File: src/rtl/commutation_decoder.sv
// Hall/coil pattern to six-step commutation decoder with direction, period and stall tracking.
// Optional input debounce is compiled in with `define COMMUT_DEBOUNCE_EN.
module commutation_decoder #(
    parameter int unsigned STALL_CYCLES    = 50000000,
    parameter int unsigned DEBOUNCE_CYCLES = 16
) (
    input  logic        clk,
    input  logic        _rst,
    input  logic        phase_a,
    input  logic        phase_b,
    input  logic        phase_c,
    output logic [2:0]  step,
    output logic        step_valid,
    output logic        dir,
    output logic [31:0] period,
    output logic        stall,
    output logic        illegal_err,
    output logic        skip_err
);

    localparam logic [31:0] StallLimit = 32'(STALL_CYCLES - 1);

    if (STALL_CYCLES == 0 || DEBOUNCE_CYCLES == 0) begin : g_param_check
        $error("commutation_decoder: STALL_CYCLES and DEBOUNCE_CYCLES must be nonzero");
    end

    logic [2:0]  sync1_q;
    logic [2:0]  sync2_q;
    logic [2:0]  acc_q;
    logic [31:0] cnt_q;
    logic [31:0] cnt_inc;
    logic [2:0]  code;
    logic [2:0]  step_up;
    logic [2:0]  step_dn;
    logic        pat_ok;
    logic        pat_event;
    logic        is_illegal;
    logic        stall_cond;

    function automatic logic [2:0] decode(input logic [2:0] pat);
        logic [2:0] res;
        case (pat)
            3'b110:  res = 3'd1;
            3'b100:  res = 3'd2;
            3'b101:  res = 3'd3;
            3'b001:  res = 3'd4;
            3'b011:  res = 3'd5;
            3'b010:  res = 3'd6;
            default: res = 3'd0;
        endcase
        return res;
    endfunction

    always_ff @(posedge clk or negedge _rst) begin
        if (!_rst) begin
            sync1_q <= 3'b000;
            sync2_q <= 3'b000;
        end else begin
            sync1_q <= {phase_a, phase_b, phase_c};
            sync2_q <= sync1_q;
        end
    end

`ifdef COMMUT_DEBOUNCE_EN
    localparam int unsigned DbW = (DEBOUNCE_CYCLES > 1) ? $clog2(DEBOUNCE_CYCLES) : 1;
    localparam logic [DbW-1:0] DbLast = DbW'(DEBOUNCE_CYCLES - 1);

    logic [2:0]     cand_q;
    logic [DbW-1:0] db_cnt_q;

    // Any change of the synchronized pattern restarts the stability count.
    always_ff @(posedge clk or negedge _rst) begin
        if (!_rst) begin
            cand_q   <= 3'b000;
            db_cnt_q <= '0;
        end else if (sync2_q != cand_q) begin
            cand_q   <= sync2_q;
            db_cnt_q <= '0;
        end else if (db_cnt_q != DbLast) begin
            db_cnt_q <= db_cnt_q + 1'b1;
        end
    end

    assign pat_ok = (sync2_q == cand_q) && (db_cnt_q == DbLast);
`else
    assign pat_ok = 1'b1;
`endif

    always_comb begin
        code       = decode(sync2_q);
        is_illegal = (sync2_q == 3'b111);
        pat_event  = pat_ok && (sync2_q != acc_q);
        cnt_inc    = (cnt_q == 32'hFFFF_FFFF) ? cnt_q : cnt_q + 32'd1;
        step_up    = (step == 3'd6) ? 3'd1 : step + 3'd1;
        step_dn    = (step == 3'd1) ? 3'd6 : step - 3'd1;
        stall_cond = (step != 3'd0) && (cnt_q >= StallLimit);
    end

    always_ff @(posedge clk or negedge _rst) begin
        if (!_rst) begin
            acc_q       <= 3'b000;
            step        <= 3'd0;
            step_valid  <= 1'b0;
            dir         <= 1'b0;
            period      <= 32'd0;
            stall       <= 1'b0;
            illegal_err <= 1'b0;
            skip_err    <= 1'b0;
            cnt_q       <= 32'd0;
        end else begin
            step_valid  <= 1'b0;
            illegal_err <= 1'b0;
            skip_err    <= 1'b0;
            if (pat_event) begin
                acc_q <= sync2_q;
            end
            if (pat_event && is_illegal) begin
                // Counter freezes on the illegal clock so the next period is not inflated.
                illegal_err <= 1'b1;
                stall       <= stall_cond;
            end else if (pat_event && (code != step)) begin
                // A real transition wins over stall assertion and counter saturation.
                cnt_q <= 32'd0;
                stall <= 1'b0;
                step  <= code;
                if (code != 3'd0) begin
                    step_valid <= 1'b1;
                    if (step != 3'd0) begin
                        period <= cnt_inc;
                        if (code == step_up) begin
                            dir <= 1'b1;
                        end else if (code == step_dn) begin
                            dir <= 1'b0;
                        end else begin
                            skip_err <= 1'b1;
                        end
                    end
                end
            end else begin
                cnt_q <= cnt_inc;
                stall <= stall_cond;
            end
        end
    end

endmodule

File: config.mk
export PLATFORM = sky130hd
export DESIGN_NAME = commutation_decoder
export DESIGN_NICKNAME = d
export VERILOG_FILES = /design/src/rtl/commutation_decoder.sv
export SDC_FILE = /design/constraint.sdc
export NUM_CORES = 1
export LEC_CHECK = 0
export BUFFER_PORTS_ARGS = -buffer_cell sky130_fd_sc_hd__buf_2
export CORE_MARGIN = 2
export CORE_UTILIZATION = 45
export DETAILED_ROUTE_END_ITERATION = 6
export PLACE_DENSITY = 0.65
export SYNTH_ARGS = -nofsm -noshare
export SYNTH_HDL_FRONTEND = slang
export SYNTH_SLANG_ARGS = --single-unit
File: constraint.sdc
create_clock -name clk -period 2.6 [get_ports clk]
set_clock_uncertainty 0.1 [all_clocks]
set_input_delay 0.52 -clock clk [delete_from_list [all_inputs] [get_ports clk]]
set_output_delay 0.52 -clock clk [all_outputs]
set_load 0.1 [all_outputs]
# Word-level counts from Yosys, hierarchy flattened
# Index checks and enable logic that the tools add are counted.
[totals]
ff_bits = 81
out_inout_bits = 40
elab_cells = 58
input_bits = 5
[classes]
eq_ne = 14
muxes = 19
n_lt_le_gt_ge = 1
addsub = 3
bitwise_logic = 1
reduce_logical = 9
[op_table]
columns = ["op", "n"]
rows = [
  ["two-way mux 32 bit", 2],
  ["adder 32 x 1 -> 32 bit (second input constant)", 1],
  ["equality test 32 bit (second input constant)", 1],
  ["greater-or-equal comparator 32 x 26 -> 1 bit (second input constant)", 1],
  ["case mux 3 bit (6 select lines)", 1],
  ["equality test 3 bit (second input constant)", 5],
  ["two-way mux 1 bit", 14],
  ["equality test 3 x 1 -> 1 bit (second input constant)", 2],
  ["equality test 3 x 2 -> 1 bit (second input constant)", 2],
  ["equality test 3 bit", 2],
  ["two-way mux 3 bit", 2],
  ["!= test 3 bit", 2],
  ["nonzero test 3 bit", 2],
  ["AND reduction 5 bit", 1],
  ["AND reduction 4 bit", 1],
  ["adder 3 x 1 -> 3 bit (second input constant)", 1],
  ["logical AND 1 bit", 3],
  ["subtractor 3 x 1 -> 3 bit (second input constant)", 1],
  ["AND reduction 2 bit", 1],
  ["nonzero test 2 bit", 1],
  ["inverter 1 bit", 1],
]

# Longest topological paths before layout
[logic_depth]
ltp_word = 9
ltp_mapped = 10
depth_no_buf = 8

# Worst setup path after synthesis
# Ideal clock, no wire load.
[synth_timing]
path_kind = "register -> register"
startpoint = "register step[1]"
endpoint = "register dir"
required_time_ns = 2.377
setup_slack_ns = -0.823
setup_ns = 0.123
path_buffers = 0
arrival_time_ns = 3.200
period_less_slack_ns = 3.423
stages_incl_launch_ff = 9
cell_sequence = "dfrtp_1 -> inv_1 -> ha_1 -> nor2_1 -> mux2_2 -> o22a_1 -> o32a_1 -> or4_1 -> a22o_1"
[synth_via]
elab_chain_cells = 5
word_cells_on_any_way = 14
classes_between = "2 x add/sub; 5 x eq/ne; 3 x mux; 4 x reduce/logical"
[synth_lines]
columns = ["item", "line_no", "rtl"]
rows = [
  ["start, declared", "12", "output logic [2:0] step,"],
  ["start signal, assigned", "125", "step <= code;"],
  ["adder 3 x 1 -> 3 bit, or another cell as far along", "94", "step_up = (step == 3'd6) ? 3'd1 : step + 3'd1;"],
  ["two-way mux 3 bit, on equally long branches", "94, 95", ""],
  ["equality test 3 bit, on equally long branches", "130, 132", ""],
  ["nonzero test 2 bit (no source line)", "-", ""],
  ["AND reduction 5 bit (no source line)", "-", ""],
  ["end signal, assigned", "104", "dir <= 1'b0;"],
  ["end signal, assigned", "131", "dir <= 1'b1;"],
  ["end signal, assigned", "133", "dir <= 1'b0;"],
  ["end, declared", "14", "output logic dir,"],
]
# Parallel ways exist; a longest one is shown, timed or not.
# A chain may end at the register's enable or synchronous reset.

# Worst setup path in the final report
# Same ends and word-level chain as after synthesis.

==> flow_summary.json <==
{
  "status": "finished, final reports clean",
  "r2r_end": "dir",
  "critical_path_class": "reg2reg",
  "gr-usage-met2_pct": 36.5,
  "grt.overflow.total": 0,
  "arrival_ns": 2.68,
  "finalSetupViolCount": 0,
  "yosys.area_share.simple_pct": 23.1,
  "maxCapViolations": 0,
  "first_iter_violations": 232,
  "syn_area_per_cell_um2": 8.95,
  "grt_max_degree": 50,
  "grt_pass1_vias": 4038,
  "dp_slack_ns": 0.0573,
  "tightest_slew_ns": 0.656,
  "synth_ff_type": "dfrtp_1",
  "crit_fanout": 5,
  "synth_cell_types": 64,
  "ioPinCount": 45,
  "total_power_mw": 3.90,
  "finalCriticalPeriod_ns": 2.52,
  "antenna_left": 0,
  "synth_top_family_by_area": "simple AND/OR/NAND/NOR gates",
  "vias_per_cell": 5.72,
  "final_nets": 600,
  "async_flop_share_pct": 100,
  "wl_per_cell_um": 17.2,
  "synth_enable_flop_cells": 0,
  "postLayoutCellArea_mm2": 0.00566,
  "final_util_pct": 54.9,
  "vias": 4176,
  "die_area_mm2": 0.0115,
  "netlist_instances": 535,
  "post_dp_cell_area_mm2": 0.00536,
  "cp-start-kind": "register",
  "reg2reg_from": "step[1]",
  "synth-seq-cells": 81,
  "synth_compound_area_share_pct": 19.4,
  "postCtsHoldBufs": 0,
  "muxShareOfSynthArea_pct": 1.49,
  "firstDrtPassIters": 5,
  "slew_headroom_pct": 56.3,
  "path_cells": "inv_2 -> ha_2 -> nor2_4 -> mux2_4 -> o22a_1 -> o32a_1 -> or4_1 -> a22o_1",
  "clock-root-buffer": "clkbuf_8",
  "synth-seq-area-share_pct": 42.4,
  "p_leak_nw": 2.56,
  "final_common_cell": "dfrtp_1",
  "rsz0062_at_grt": "yes",
  "drive_above_1_share_pct": 20.0,
  "cts_tree": "yes",
  "rows": 37,
  "layout_common_cells": "78 x dfrtp_1, 63 x nand2_1, 48 x o21ai_0, 43 x buf_2, 38 x buf_4",
  "busiest_layer": "met2",
  "synth_area_leaders": "dfrtp_1 42%, o21ai_0 5.1%, nand2_1 4.9%, xnor2_1 4.4%, nand3_1 2.9%",
  "whs_ns": 0.0623,
  "drt_wl_total_mm": 12.6,
  "p_per_area_mw_per_mm2": 688,
  "syn_to_final_growth_pct": 18.3,
  "multi_input_area_mm2": 0.00254,
  "clock_latency_ns": 0.37,
  "n_antenna_cell": 0,
  "core_area_mm2": 0.0103,
  "clock-sinks": 81,
  "syn-num-nets": 546,
  "drc": 0,
  "num-fill-cells": 962,
  "cts_buffer_depth": 2,
  "fmax_ghz": 0.396,
  "post-route-period-util_pct": 97.0,
  "antenna_found_initial": 0,
  "syn_area_mm2": 0.00479,
  "die_x_um": 107,
  "required_ns": 2.76,
  "grt_pass1_wl_mm": 20.7,
  "grtUsageTotal_pct": 22.9,
  "path_clk_slew_ns": 0.09,
  "synth-xor-area-share_pct": 6.41,
  "yosysWarningCount": 0,
  "synth_top_area_cell": "dfrtp_1",
  "synth_adder_area_share_pct": 1.78,
  "portBuffers": 44,
  "hpwlAfterDp_mm": 8.80,
  "critPathTopFamily": "compound AO/OA/AOI/OAI gates",
  "r2r_slack_ns": 0.08,
  "synth_top_area_share_pct": 42.4,
  "setup_slack_ns": 0.0776,
  "min_path_type": "in2async",
  "cp_slowest_stage_delay_ns": 0.49,
  "h-tree-depth": 3,
  "critPathBufInv": 1,
  "finalHoldViolCount": 0,
  "initial_core_util_pct": 46.4,
  "ir_worst_vdd_mv": 0.377,
  "crit_slowest_cell": "or4_1",
  "die_h_um": 107,
  "met1_usage_pct": 31.9,
  "slew_violations": 0,
  "grt_util_met3_pct": 4.19,
  "gp_congestion": 0.935,
  "reg2reg_depth": 8,
  "seq_area_mm2": 0.00204,
  "critPathCaptureType": "register",
  "numCtsBuffers": 9
}
==> final cells by class <==
cell class / instances / area share [%]
timing repair buffer: 87 / 11.2
sequential: 81 / 36.0
inverter: 10 / 0.729
multi-input combinational: 400 / 44.8
clock inverter: 6 / 2.05
clock buffer: 10 / 2.25
tap: 136 / 3.00
==> layer usage <==
layer / vias up / wire, µm
met1: 2027 / 5820
met4: 0 / 199
li1: 2034 / -
met5: - / 0
met2: 100 / 6010
met3: 15 / 539
==> cell usage after synthesis (all sizes together), types with 7 or more instances <==
cell type and count:
nand2 63, nor2b 10, inv 10, nor2 35, nor3 14, a31oi 7, xor2 11, buf 20
dfrtp 81, a22o 15, o21ai 53, nand4 12, a21oi 18, and3 17, a21o 7, nand3 29
clkbuf 24, xnor2 24
==> power by group <==
part / leakage [nW] / switching, mW / internal [mW]
Combinational: 1.35 / 0.922 / 0.415
Sequential: 1.09 / 0.0728 / 1.34
Clock: 0.121 / 0.505 / 0.644
==> through the flow <==
stage	TNS [ns]	instances
finish	0	730
CTS	0	728
global route	-0.0253	730
detailed placement	0	712
floorplan	-0.321	535
global placement	0	712
==> timing repair <==
action | CTS | global route
hold endpoints to repair | 0 | 0
endpoints found under the setup margin | 0 | 11
resized for setup | 0 | 6
buffers inserted | 0 | 1
==> registers in the layout, summed over array words and instances (netlist names) <==
name         count
acc_q            3
cnt_q           32
dir              1
illegal_err      1
period          32
skip_err         1
stall            1
step             3
step_valid       1
sync1_q          3
sync2_q          3
==> how the worst max path moves through the flow <==
stage / startpoint / endpoint / slack [ns] / cells past startpoint
4_1_cts: step[0] / cnt_q[28] / 0.03 / 8
2_1_floorplan: step[0] / dir / -0.32 / 9
3_5_place_dp: step[0] / cnt_q[28] / 0.06 / 8
6_report: step[1] / dir / 0.08 / 8
3_3_place_gp: step[1] / dir / 0.1 / 8
5_1_grt: step[1] / dir / -0.02 / 8
==> worst register-to-register path, cell delays in order, from the launching register on <==
cell	delay, ns
dfrtp_4	0.48
inv_2	0.12
ha_2	0.23
nor2_4	0.04
mux2_4	0.28
o22a_1	0.19
o32a_1	0.29
or4_1	0.49
a22o_1	0.19
==> logic make-up after synthesis <==
family	count (synthesis)
DFF	81
and+or+nand+nor	213
AOI/OAI and AO/OA	138
muxes	7
adders and majority gates	7
xor gates and xnor gates	35
buffers and inverters	54
No activity file was read; power rests on OpenSTA's default activity.
